`config.mk`:
```
export PLATFORM = sky130hd
export DESIGN_NAME = simple_bus_alu_target_flat
export DESIGN_NICKNAME = d
export VERILOG_FILES = /design/src/rtl/tinyalu_pkg.sv /design/src/rtl/simple_bus_alu_target_if.sv /design/src/rtl/simple_bus_alu_target.sv /design/src/flat_wrapper.sv
export SDC_FILE = /design/constraint.sdc
export NUM_CORES = 1
export LEC_CHECK = 0
export BUFFER_PORTS_ARGS = -buffer_cell sky130_fd_sc_hd__buf_2
export CORE_MARGIN = 2
export CORE_UTILIZATION = 35
export CTS_CLUSTER_SIZE = 30
export DETAILED_ROUTE_END_ITERATION = 12
export HOLD_SLACK_MARGIN = 0.03
export PLACE_DENSITY = 0.65
export SYNTH_ARGS = -nofsm -noshare
export SYNTH_HDL_FRONTEND = slang
export SYNTH_SLANG_ARGS = --single-unit
```
`constraint.sdc`:
```
create_clock -name clk -period 3.1 [get_ports clk]
set_input_delay 0.465 -clock clk [delete_from_list [all_inputs] [get_ports clk]]
set_output_delay 0.465 -clock clk [all_outputs]
set_load 0.005 [all_outputs]
```
`src/rtl/tinyalu_pkg.sv`:
```
// +----------------------------------------------------------------------------+
// | tinyalu_pkg: shared types and register map for the TinyALU bus target.     |
// | Rev 1.0                                                                    |
// +----------------------------------------------------------------------------+
`default_nettype none

package tinyalu_pkg;

    typedef enum logic [0:0] {
        bus_rd = 1'b0,
        bus_wr = 1'b1
    } bus_op_t;

    localparam logic [15:0] ADDR_A      = 16'h0000;
    localparam logic [15:0] ADDR_B      = 16'h0001;
    localparam logic [15:0] ADDR_OP     = 16'h0002;
    localparam logic [15:0] ADDR_CTRL   = 16'h0003;
    localparam logic [15:0] ADDR_STATUS = 16'h0004;
    localparam logic [15:0] ADDR_RESULT = 16'h0005;
    localparam logic [15:0] ADDR_ID     = 16'h0006;

    localparam int CTRL_START    = 0;
    localparam int CTRL_CLR_DONE = 1;
    localparam int CTRL_CLR_ERR  = 2;

    localparam int STAT_BUSY = 0;
    localparam int STAT_DONE = 1;
    localparam int STAT_ERR  = 2;

    typedef enum logic [0:0] {
        IDLE = 1'b0,
        RUN  = 1'b1
    } alu_state_t;

endpackage

`default_nettype wire

```
`src/rtl/simple_bus_alu_target_if.sv`:
```
// +----------------------------------------------------------------------------+
// | simple_bus_alu_target_if: single-cycle simple bus, initiator/target views. |
// | Rev 1.0                                                                    |
// +----------------------------------------------------------------------------+
`default_nettype none

interface simple_bus_alu_target_if;

    logic                 bus_valid;
    tinyalu_pkg::bus_op_t bus_op;
    logic [15:0]          bus_addr;
    logic [15:0]          bus_wr_data;
    logic [15:0]          bus_rd_data;

    modport master (
        output bus_valid,
        output bus_op,
        output bus_addr,
        output bus_wr_data,
        input  bus_rd_data
    );

    modport slave (
        input  bus_valid,
        input  bus_op,
        input  bus_addr,
        input  bus_wr_data,
        output bus_rd_data
    );

endinterface

`default_nettype wire

```
`src/rtl/simple_bus_alu_target.sv`:
```
// +----------------------------------------------------------------------------+
// | simple_bus_alu_target: register-mapped command port for the TinyALU core.  |
// | Rev 1.0                                                                    |
// +----------------------------------------------------------------------------+
`default_nettype none

module simple_bus_alu_target
    import tinyalu_pkg::*;
#(
    parameter int          TIMEOUT_CYCLES = 16,
    parameter logic [15:0] ID_VALUE       = 16'hA1C0
) (
    input  wire logic              clk,
    input  wire logic              rst,
    simple_bus_alu_target_if.slave bus,
    output logic [7:0]             alu_A,
    output logic [7:0]             alu_B,
    output logic [2:0]             alu_op,
    output logic                   alu_start,
    input  wire logic              alu_done,
    input  wire logic [15:0]       alu_result
);

    localparam int                CNT_W    = (TIMEOUT_CYCLES > 2) ? $clog2(TIMEOUT_CYCLES) : 1;
    localparam logic [CNT_W-1:0]  CNT_LAST = CNT_W'(TIMEOUT_CYCLES - 1);

    alu_state_t        state;
    logic [CNT_W-1:0]  tmo_cnt;
    logic [7:0]        reg_a;
    logic [7:0]        reg_b;
    logic [2:0]        reg_op;
    logic [15:0]       reg_result;
    logic              done_flag;
    logic              err_flag;

    logic              busy;
    logic              wr;
    logic              rd;
    logic              ctrl_wr;
    logic              start_req;
    logic              clr_done_req;
    logic              clr_err_req;
    logic              opnd_wr;
    logic              mapped_wr;
    logic              timeout_hit;
    logic              err_set;
    logic              done_set;
    logic              done_clr;
    logic [15:0]       rd_mux;
    logic              unused_wr_hi;

    assign busy         = (state == RUN);
    assign wr           = bus.bus_valid && (bus.bus_op == bus_wr);
    assign rd           = bus.bus_valid && (bus.bus_op == bus_rd);
    assign ctrl_wr      = wr && (bus.bus_addr == ADDR_CTRL);
    assign start_req    = ctrl_wr && bus.bus_wr_data[CTRL_START];
    assign clr_done_req = ctrl_wr && bus.bus_wr_data[CTRL_CLR_DONE];
    assign clr_err_req  = ctrl_wr && bus.bus_wr_data[CTRL_CLR_ERR];
    assign opnd_wr      = wr && ((bus.bus_addr == ADDR_A) || (bus.bus_addr == ADDR_B) ||
                                 (bus.bus_addr == ADDR_OP));
    assign mapped_wr    = opnd_wr || ctrl_wr;
    assign timeout_hit  = busy && !alu_done && (tmo_cnt == CNT_LAST);
    assign unused_wr_hi = &{1'b0, bus.bus_wr_data[15:8]};

    // Every error source is OR-ed here so a same-edge CLR_ERR cannot mask it.
    assign err_set = (busy && (opnd_wr || start_req))
                  || (wr && !mapped_wr)
                  || (rd && (bus.bus_addr > ADDR_ID))
                  || timeout_hit;

    assign done_set = (!busy && start_req && (reg_op == 3'b000)) || (busy && alu_done);
    assign done_clr = (!busy && start_req && (reg_op != 3'b000)) || clr_done_req;

    assign alu_A  = reg_a;
    assign alu_B  = reg_b;
    assign alu_op = reg_op;

    always_comb begin
        rd_mux = 16'h0000;
        case (bus.bus_addr)
            ADDR_A:      rd_mux = {8'h00, reg_a};
            ADDR_B:      rd_mux = {8'h00, reg_b};
            ADDR_OP:     rd_mux = {13'h0000, reg_op};
            ADDR_STATUS: begin
                rd_mux[STAT_BUSY] = busy;
                rd_mux[STAT_DONE] = done_flag;
                rd_mux[STAT_ERR]  = err_flag;
            end
            ADDR_RESULT: rd_mux = reg_result;
            ADDR_ID:     rd_mux = ID_VALUE;
            default:     rd_mux = 16'h0000;
        endcase
    end

    always_ff @(posedge clk or posedge rst) begin
        if (rst) begin
            state           <= IDLE;
            tmo_cnt         <= '0;
            reg_a           <= 8'h00;
            reg_b           <= 8'h00;
            reg_op          <= 3'b000;
            reg_result      <= 16'h0000;
            done_flag       <= 1'b0;
            err_flag        <= 1'b0;
            alu_start       <= 1'b0;
            bus.bus_rd_data <= 16'h0000;
        end else begin
            if (wr && !busy) begin
                case (bus.bus_addr)
                    ADDR_A:  reg_a  <= bus.bus_wr_data[7:0];
                    ADDR_B:  reg_b  <= bus.bus_wr_data[7:0];
                    ADDR_OP: reg_op <= bus.bus_wr_data[2:0];
                    default: ;
                endcase
            end

            if (rd) begin
                bus.bus_rd_data <= rd_mux;
            end

            if (err_set) begin
                err_flag <= 1'b1;
            end else if (clr_err_req) begin
                err_flag <= 1'b0;
            end

            if (done_set) begin
                done_flag <= 1'b1;
            end else if (done_clr) begin
                done_flag <= 1'b0;
            end

            case (state)
                IDLE: begin
                    if (start_req && (reg_op != 3'b000)) begin
                        state     <= RUN;
                        tmo_cnt   <= '0;
                        alu_start <= 1'b1;
                    end
                end
                RUN: begin
                    if (alu_done) begin
                        reg_result <= alu_result;
                        alu_start  <= 1'b0;
                        state      <= IDLE;
                    end else if (tmo_cnt == CNT_LAST) begin
                        alu_start <= 1'b0;
                        state     <= IDLE;
                    end else begin
                        tmo_cnt <= tmo_cnt + 1'b1;
                    end
                end
                default: begin
                    state     <= IDLE;
                    alu_start <= 1'b0;
                end
            endcase
        end
    end

endmodule

`default_nettype wire

```
`src/flat_wrapper.sv`:
```
// flat-port wrapper written by rule: the top's interface ports become plain ports
module simple_bus_alu_target_flat import tinyalu_pkg::*;
#(
    parameter int          TIMEOUT_CYCLES = 16,
    parameter logic [15:0] ID_VALUE       = 16'hA1C0
)
  (clk, rst, alu_A, alu_B, alu_op, alu_start, alu_done, alu_result, bus_bus_valid, bus_bus_op, bus_bus_addr, bus_bus_wr_data, bus_bus_rd_data);
  simple_bus_alu_target_if bus_i ();
  input  wire logic clk;
  input  wire logic rst;
  output logic [7:0] alu_A;
  output logic [7:0] alu_B;
  output logic [2:0] alu_op;
  output logic alu_start;
  input  wire logic alu_done;
  input  wire logic [15:0] alu_result;
  input wire logic [$bits(bus_i.bus_valid)-1:0] bus_bus_valid;
  input wire logic [$bits(bus_i.bus_op)-1:0] bus_bus_op;
  input wire logic [$bits(bus_i.bus_addr)-1:0] bus_bus_addr;
  input wire logic [$bits(bus_i.bus_wr_data)-1:0] bus_bus_wr_data;
  output wire logic [$bits(bus_i.bus_rd_data)-1:0] bus_bus_rd_data;
  assign bus_i.bus_valid = bus_bus_valid;
  assign bus_i.bus_op = bus_bus_op;
  assign bus_i.bus_addr = bus_bus_addr;
  assign bus_i.bus_wr_data = bus_bus_wr_data;
  assign bus_bus_rd_data = bus_i.bus_rd_data;
  simple_bus_alu_target #(.TIMEOUT_CYCLES(TIMEOUT_CYCLES), .ID_VALUE(ID_VALUE)) u_core (.clk(clk), .rst(rst), .bus(bus_i), .alu_A(alu_A), .alu_B(alu_B), .alu_op(alu_op), .alu_start(alu_start), .alu_done(alu_done), .alu_result(alu_result));
endmodule
```
== Word-level counts from Yosys, hierarchy flattened ==
Cells that the tools add are included.
Storage, ports and cells
  register bits: 59
  bits of input ports: 53
  output and inout port bits: 36
  word-level logic and storage cells: 84
Operators by class
  add/subtract/negate cells: 1
  $lt $le $gt $ge: 1
  equality and inequality tests: 11
  mux-type cells: 18
  bitwise logic cells: 2
  reductions and logical operators: 41
Operator list (count)
  one-hot mux 13 bit (4 select lines): 1
  == test 16 x 3 -> 1 bit (second input constant): 3
  == test 16 x 2 -> 1 bit (second input constant): 2
  logical AND 1 bit: 18
  == test 16 x 1 -> 1 bit (second input constant): 1
  greater-than comparator 16 x 3 -> 1 bit (second input constant): 1
  logical NOT 16 bit: 1
  one-hot mux 3 bit (5 select lines): 1
  two-way mux 4 bit: 3
  two-way mux 1 bit: 10
  AND reduction 2 bit: 5
  logical OR 1 bit: 9
  one-hot mux 4 bit (2 select lines): 1
  adder 4 x 1 -> 4 bit (second input constant): 1
  == test 4 bit (second input constant): 1
  inequality test 2 bit (second input constant): 2
  one-hot mux 1 bit (2 select lines): 2
  nonzero test 2 bit: 2
  logical NOT 1 bit: 3
  logical NOT 3 bit: 1
  inequality test 3 bit (second input constant): 1
  AND reduction 3 bit: 1
  nonzero test 3 bit: 1
  inequality test 2 x 1 -> 1 bit (second input constant): 1
  inverter 1 bit: 2

== Longest topological paths before layout ==
Gate-level depths: netlist of the first run.
  depth after elaboration: 11
  depth in mapped cells: 7
  depth with buffers taken out: 6

== Worst setup path after synthesis of the first run ==
OpenSTA, ideal clock, no wires.
  kind: input to register
  from: input bus_bus_addr[14]
  to: register u_core.reg_b[0], in the netlist u_core.alu_B[0]
  library setup time: 125 ps
  arrival: 2000 ps
  required time: 2975 ps
  path slack: 975 ps
  stages on the path: 7
  buffers on the path: 2
  path through: or4_4 > buf_6 > nor2_8 > and3_4 > and2_4 > buf_8 > mux2_4
Between the ends
  cells in the longest elaborated chain, start to end: 2
RTL lines
  from (decl): RTL line flat_wrapper.sv:19  | input wire logic [$bits(bus_i.bus_addr)-1:0] bus_bus_addr;
  == test 16 x 1 -> 1 bit: RTL line simple_bus_alu_target.sv:109  | case (bus.bus_addr)
  AND reduction 2 bit (no source line)
  to (signal assigned): RTL line simple_bus_alu_target.sv:111  | ADDR_B: reg_b <= bus.bus_wr_data[7:0];
  to (decl): RTL line simple_bus_alu_target.sv:30  | logic [7:0] reg_b;
Every way passes these cells.
A chain may end at the register's enable or synchronous reset.

== Worst setup path after layout of the first run ==
  from: input bus_bus_addr[7]
  to: register u_core.reg_b[0], in the netlist u_core.alu_B[0]
The elaborated chain is that of the path after synthesis.

==> flow_summary.toml, run 1 <==
[detailed_routing]
wl_met1_um = 3050
top_layer = "met4"
wl_met2_um = 3180
first_pass_iters = 4
wl_met3_um = 420
drcViolationCount = 0
drt_iter0_markers = 78
post_drt_wl_per_cell_um = 15.6
vias_per_cell = 5.09
antenna_left = 0
vias = 2201
drt_wl_total_um = 6740

[placed_design]
place_congestion = 0.826
port_buffers = 80
hpwl_um = 5120
dp.cells = 417

[yosys]
synth_top_area_cell = "dfrtp_1"
synth.yosys.seq_area_share_pct = 51.0
synth_seq_cells = 59
synth_edf_count = 0
avgSynthCellArea_um2 = 12.0
syn_nets = 296
synthFlopType = "dfrtp_1"
synthTopCellsByArea = "dfrtp_1, mux2_4, mux2_2, nand2_1, nand3_1"
synthCells = 242
synth_area_um2 = 2890
synthTopCellsByCount = "dfrtp_1, nand2_1, mux2_2"
ys_async_sr_fraction_pct = 100
synth_top_area_share_pct = 51.0
post-synth-top-count-cell = "dfrtp_1"
yosys_warnings = 0
synth_cell_types = 50

[grt]
grt_pass1_wl_um = 11100
grt_usage_pct = 16.4
grt.overflow.total = 0
grt_pass1_vias = 2203
grt_max_degree = 36
antenna_found_initial = 0

[sta]
finalSetupViolations = 0
hold_viol = 0
slew_headroom_pct = 45.2
rsz0062_at_grt = "false"
period_needed_ps = 2000
worstMarginPinSlew_ps = 819
setup_tns_ps = 0
finalCritPeriodShare_pct = 64.4
fmax_mhz = 501
drv_slew = 0
clock_skew_ps = 7.86

[floorplan]
coreArea_um2 = 8090
die_height_um = 94.9
die_w_um = 94.9
num_rows = 33
ioPinCount = 89
dieArea_um2 = 9010
initial_core_util_pct = 35.7

[pwr]
p_per_area_nw_per_um2 = 441
vdd_ir_drop_max_mv = 0.192
leakagePower_uw = 0.00183

[layout]
seq_area_um2 = 1480
final_nets = 377
area_growth_pct = 23.6
antenna_cells = 0
final_cells = 432
final_layout_size_suffix_gt1_share_pct = 44.0
multi_input_area_um2 = 1340
nFillCells = 829

[worst_setup_path]
r2r-start = "u_core.busy"
reg2reg_setup_slack_ps = 1400
reg2reg_to = "u_core.tmo_cnt[0]"
critPathLaunchType = "primary input"
crit_fanout = 8
crit_required_ps = 3320
arrival_ps = 2220
max_stage_delay_ps = 710
r2r_cells = 5
path_cells = "buf_2, nor4_1, and3_4, and2_4, mux2_4"
setup.worst_path.class = "primary input to flop"
slowest_stage = "nor4_1"
cp-end-kind = "flop"

[clock_network]
cts_tree = "yes"
postCtsResizedCells = 0
cts_sinks = 59
clk_latency_ps = 340
cts_max_level = 3
path_clk_slew_ps = 70
postCtsSetupRepairBufs = 0
numCtsBuffers = 9
cts_max_path_buffers = 2
cts_hold_buffers = 0
root_buffer = "clkbuf_8"

[hold_path]
worst_hold_path_type = "primary input to asynchronous set/reset pin"

[flow_run]
max-cap-violations = 0

[status]
status = "finished clean"
==> state kept, by name (all words and copies together), names as in the netlist <==
| signal | flops |
|---|---|
| u_core.alu_A | 8 |
| u_core.alu_B | 8 |
| u_core.alu_op | 3 |
| u_core.alu_start | 1 |
| u_core.bus.bus_rd_data | 16 |
| u_core.busy | 1 |
| u_core.done_flag | 1 |
| u_core.err_flag | 1 |
| u_core.reg_result | 16 |
| u_core.tmo_cnt | 4 |
==> metal layers <==
metal,up-vias,global-route usage (%)
met2,64,25.5
li1,1049,-
met4,0,7.00
met5,-,0
met3,7,4.31
met1,1081,21.7
==> kinds of logic after synthesis <==
logic type	after synthesis	share of synthesized area, %
simple gates	89	19.1
xor+xnor	3	0.908
buf+inv	14	2.51
flops	59	51.0
mux	41	17.9
compound gates	35	8.09
fa+ha+maj	1	0.432
==> per-stage QoR <==
| stage | total power, µW | utilization, % | hold WS [ps] | setup slack, ps | instance area [µm²] |
|---|---|---|---|---|---|
| 6_report | 1580 | 44.2 | 141 | 1100 | 3580 |
| 4_1_cts | 1600 | 44.2 | 149 | 1190 | 3580 |
| 3_5_place_dp | 891 | 41.7 | 454 | 827 | 3370 |
| 2_1_floorplan | 841 | - | 461 | 975 | 2890 |
| 5_1_grt | 1650 | 44.2 | 180 | 1060 | 3580 |
| 3_3_place_gp | 889 | 41.7 | 450 | 835 | 3370 |
==> how the worst max path moves through the flow <==
stage | endpoint | cells after the start | slack, ps | from
after CTS | u_core.alu_B[0] | 5 | 1190 | bus_bus_addr[7]
after global placement | u_core.alu_op[1] | 5 | 830 | bus_bus_addr[14]
after detailed placement | u_core.alu_B[3] | 5 | 830 | bus_bus_addr[7]
after floorplan | u_core.alu_B[0] | 7 | 970 | bus_bus_addr[14]
final | u_core.alu_B[0] | 5 | 1100 | bus_bus_addr[7]
after global routing | u_core.alu_B[0] | 5 | 1060 | bus_bus_addr[7]
==> final cells by class <==
| cell class | instances | share of cell area (%) |
|---|---|---|
| well taps | 105 | 3.67 |
| repair buffers | 82 | 11.6 |
| multi-input cells | 169 | 37.6 |
| inverters | 2 | 0.210 |
| flip-flops and latches | 59 | 41.3 |
| clock buffers | 11 | 4.23 |
| clock inverters | 4 | 1.40 |
==> report_power, final <==
group / internal, µW / leakage [µW] / total [µW] / switching (µW)
clock network: 408 / 0.0000974 / 703 / 294
registers: 775 / 0.000814 / 777 / 2.66
logic: 38.0 / 0.000916 / 98.0 / 60.0
==> worst max-delay path, delay by kind of cell <==
kind / cells / cell delay [ps]
multiplexers: 1 / 320
buffers and inverters: 1 / 100
AND/OR/NAND/NOR: 3 / 1330
==> cell usage in the layout, fill, tap and decap left out, drive strengths merged, types with 3 or more instances in the layout <==
cell type  Yosys  layout
a21oi          7       7
a221oi         3       3
a22oi          3       3
a32oi          5       5
and2           3       3
and4           3       3
buf            4      82
clkbuf         8      11
dfrtp         59      59
mux2          38      38
mux2i          3       3
nand2         25      25
nand2b         3       3
nand3         11      11
nand3b         3       3
nor2          14      14
nor2b          3       3
nor3           5       5
nor3b          3       3
nor4           4       4
o21ai         10      10
or4            3       3
Power figures use the tool's default switching activity.
==> inputs of run 2 (changes only) <==
- clock period: 3.1 -> 1.95 ns (I/O delays scaled with it)
==> flow_summary.toml, run 2 (synthesis results as in run 1) <==
[layout]
area_growth_pct = 28.5
final_nets = 390
nFillCells = 803
final_layout_size_suffix_gt1_share_pct = 45.5
layout_commonest_cell = "buf_2"
top_regs = "u_core.bus.bus_rd_data: 16 flops, u_core.reg_result: 16 flops"
antenna_cells = 0
final_cell_mix = "buf_2, dfrtp_1, nand2_1"

[detailed_routing]
drt_iter0_markers = 94
post_drt_wl_per_cell_um = 15.7
vias = 2221
vias_per_cell = 4.98
antenna_left = 0
first_pass_iters = 4
drt_wl_total_um = 6990
drcViolationCount = 0

[worst_setup_path]
path_cells = "buf_2, or4_4, nor3_1, and4_1, mux2_1"
crit_family = "simple AND/OR/NAND/NOR gates"
path_buf_inv = 1
max_stage_delay_ps = 600
arrival_ps = 2030
crit_fanout = 6
crit_required_ps = 2180
critPathLaunchType = "primary input"
cp-end-kind = "flop"
slowest_stage = "or4_4"
setup.worst_path.class = "primary input to flop"

[grt]
grt_pass1_vias = 2239
grt.overflow.total = 0
grt_pass1_wl_um = 11100
antenna_found_initial = 0
grt_max_degree = 29
grt_usage_pct = 16.4

[sta]
fmax_mhz = 556
rsz0062_at_grt = "false"
clock_skew_ps = 8.03
worstMarginPinSlew_ps = 607
drv_slew = 0
setup_tns_ps = 0
finalCritPeriodShare_pct = 92.2
whs_ps = 178
period_needed_ps = 1800
finalSetupViolations = 0
slew_headroom_pct = 59.5
hold_viol = 0

[clock_network]
root_buffer = "clkbuf_8"
postCtsResizedCells = 0
cts_sinks = 59
path_clk_slew_ps = 70
clk_latency_ps = 340
numCtsBuffers = 9
cts_tree = "yes"
cts_max_path_buffers = 2
postCtsSetupRepairBufs = 0
cts_max_level = 3

[floorplan]
dieArea_um2 = 9010
ioPinCount = 89
num_rows = 33
die_w_um = 94.9
initial_core_util_pct = 35.7
coreArea_um2 = 8090
die_height_um = 94.9

[placed_design]
hpwl_um = 5260
port_buffers = 80
place_congestion = 0.851

[status]
status = "finished clean"

[pwr]
leakagePower_uw = 0.00192
p_per_area_nw_per_um2 = 714
vdd_ir_drop_max_mv = 0.352

[flow_run]
max-cap-violations = 0

[hold_path]
worst_hold_path_type = "primary input to flop"
run 2: final cells by class:
class                           instances  area, µm²  share of cell area (%)
Sequential cell                        59       1480                    39.7
Multi-Input combinational cell        169       1340                    36.1
Timing Repair Buffer                   95        541                    14.5
Clock buffer                           12        145                    3.90
Tap cell                              105        131                    3.53
Clock inverter                          4       73.8                    1.99
Inverter                                2       7.51                   0.202
run 2: worst paths after layout:
path / from / to / slack (ps) / depth (start not counted)
worst max-delay path: bus_bus_addr[14] / u_core.alu_op[0] / 150 / 5
worst min-delay path: alu_result[5] / u_core.reg_result[5] / 180 / 2
worst max register to register: u_core.busy / u_core.alu_B[2] / 340 / 4
worst min register to register: u_core.bus.bus_rd_data[10] / u_core.bus.bus_rd_data[10] / 460 / 2
max in group asynchronous: rst / u_core.reg_result[7] / 830 / 4
min in group asynchronous: rst / u_core.alu_B[0] / 570 / 3
run 2: what timing repair did:
action,4_1_cts,5_1_grt
hold buffers,1,0
endpoints found under the setup margin,0,0
hold endpoints to repair,15,0
run 2: report_power, final:
group	internal [µW]	total, µW	leakage, µW	switching, µW
Combinational	70.3	169	0.000992	98.7
Sequential	1230	1230	0.000814	3.96
Clock	755	1250	0.000111	497
Total	2060	2660	0.00192	600
run 2: per-layer routing:
layer / routed length (µm) / share of wire, % / GRT usage, % / up-vias
li1: - / - / - / 1073
met1: 3230 / 46 / 21.6 / 1070
met2: 3210 / 46 / 25.7 / 71
met3: 452 / 6.5 / 4.71 / 7
met4: 107 / 1.5 / 6.40 / 0
met5: 0 / 0 / 0 / -
run 2: stage by stage:
stage | util, % | total power [µW] | std cells | cell area [µm²] | setup slack [ps]
floorplan | - | 1340 | 242 | 2890 | 25.2
global placement | 43.1 | 1430 | 429 | 3490 | -104
detailed placement | 43.1 | 1430 | 429 | 3490 | -129
CTS | 45.9 | 2680 | 446 | 3720 | 196
global route | 45.9 | 2750 | 446 | 3720 | 131
finish | 45.9 | 2660 | 446 | 3720 | 153
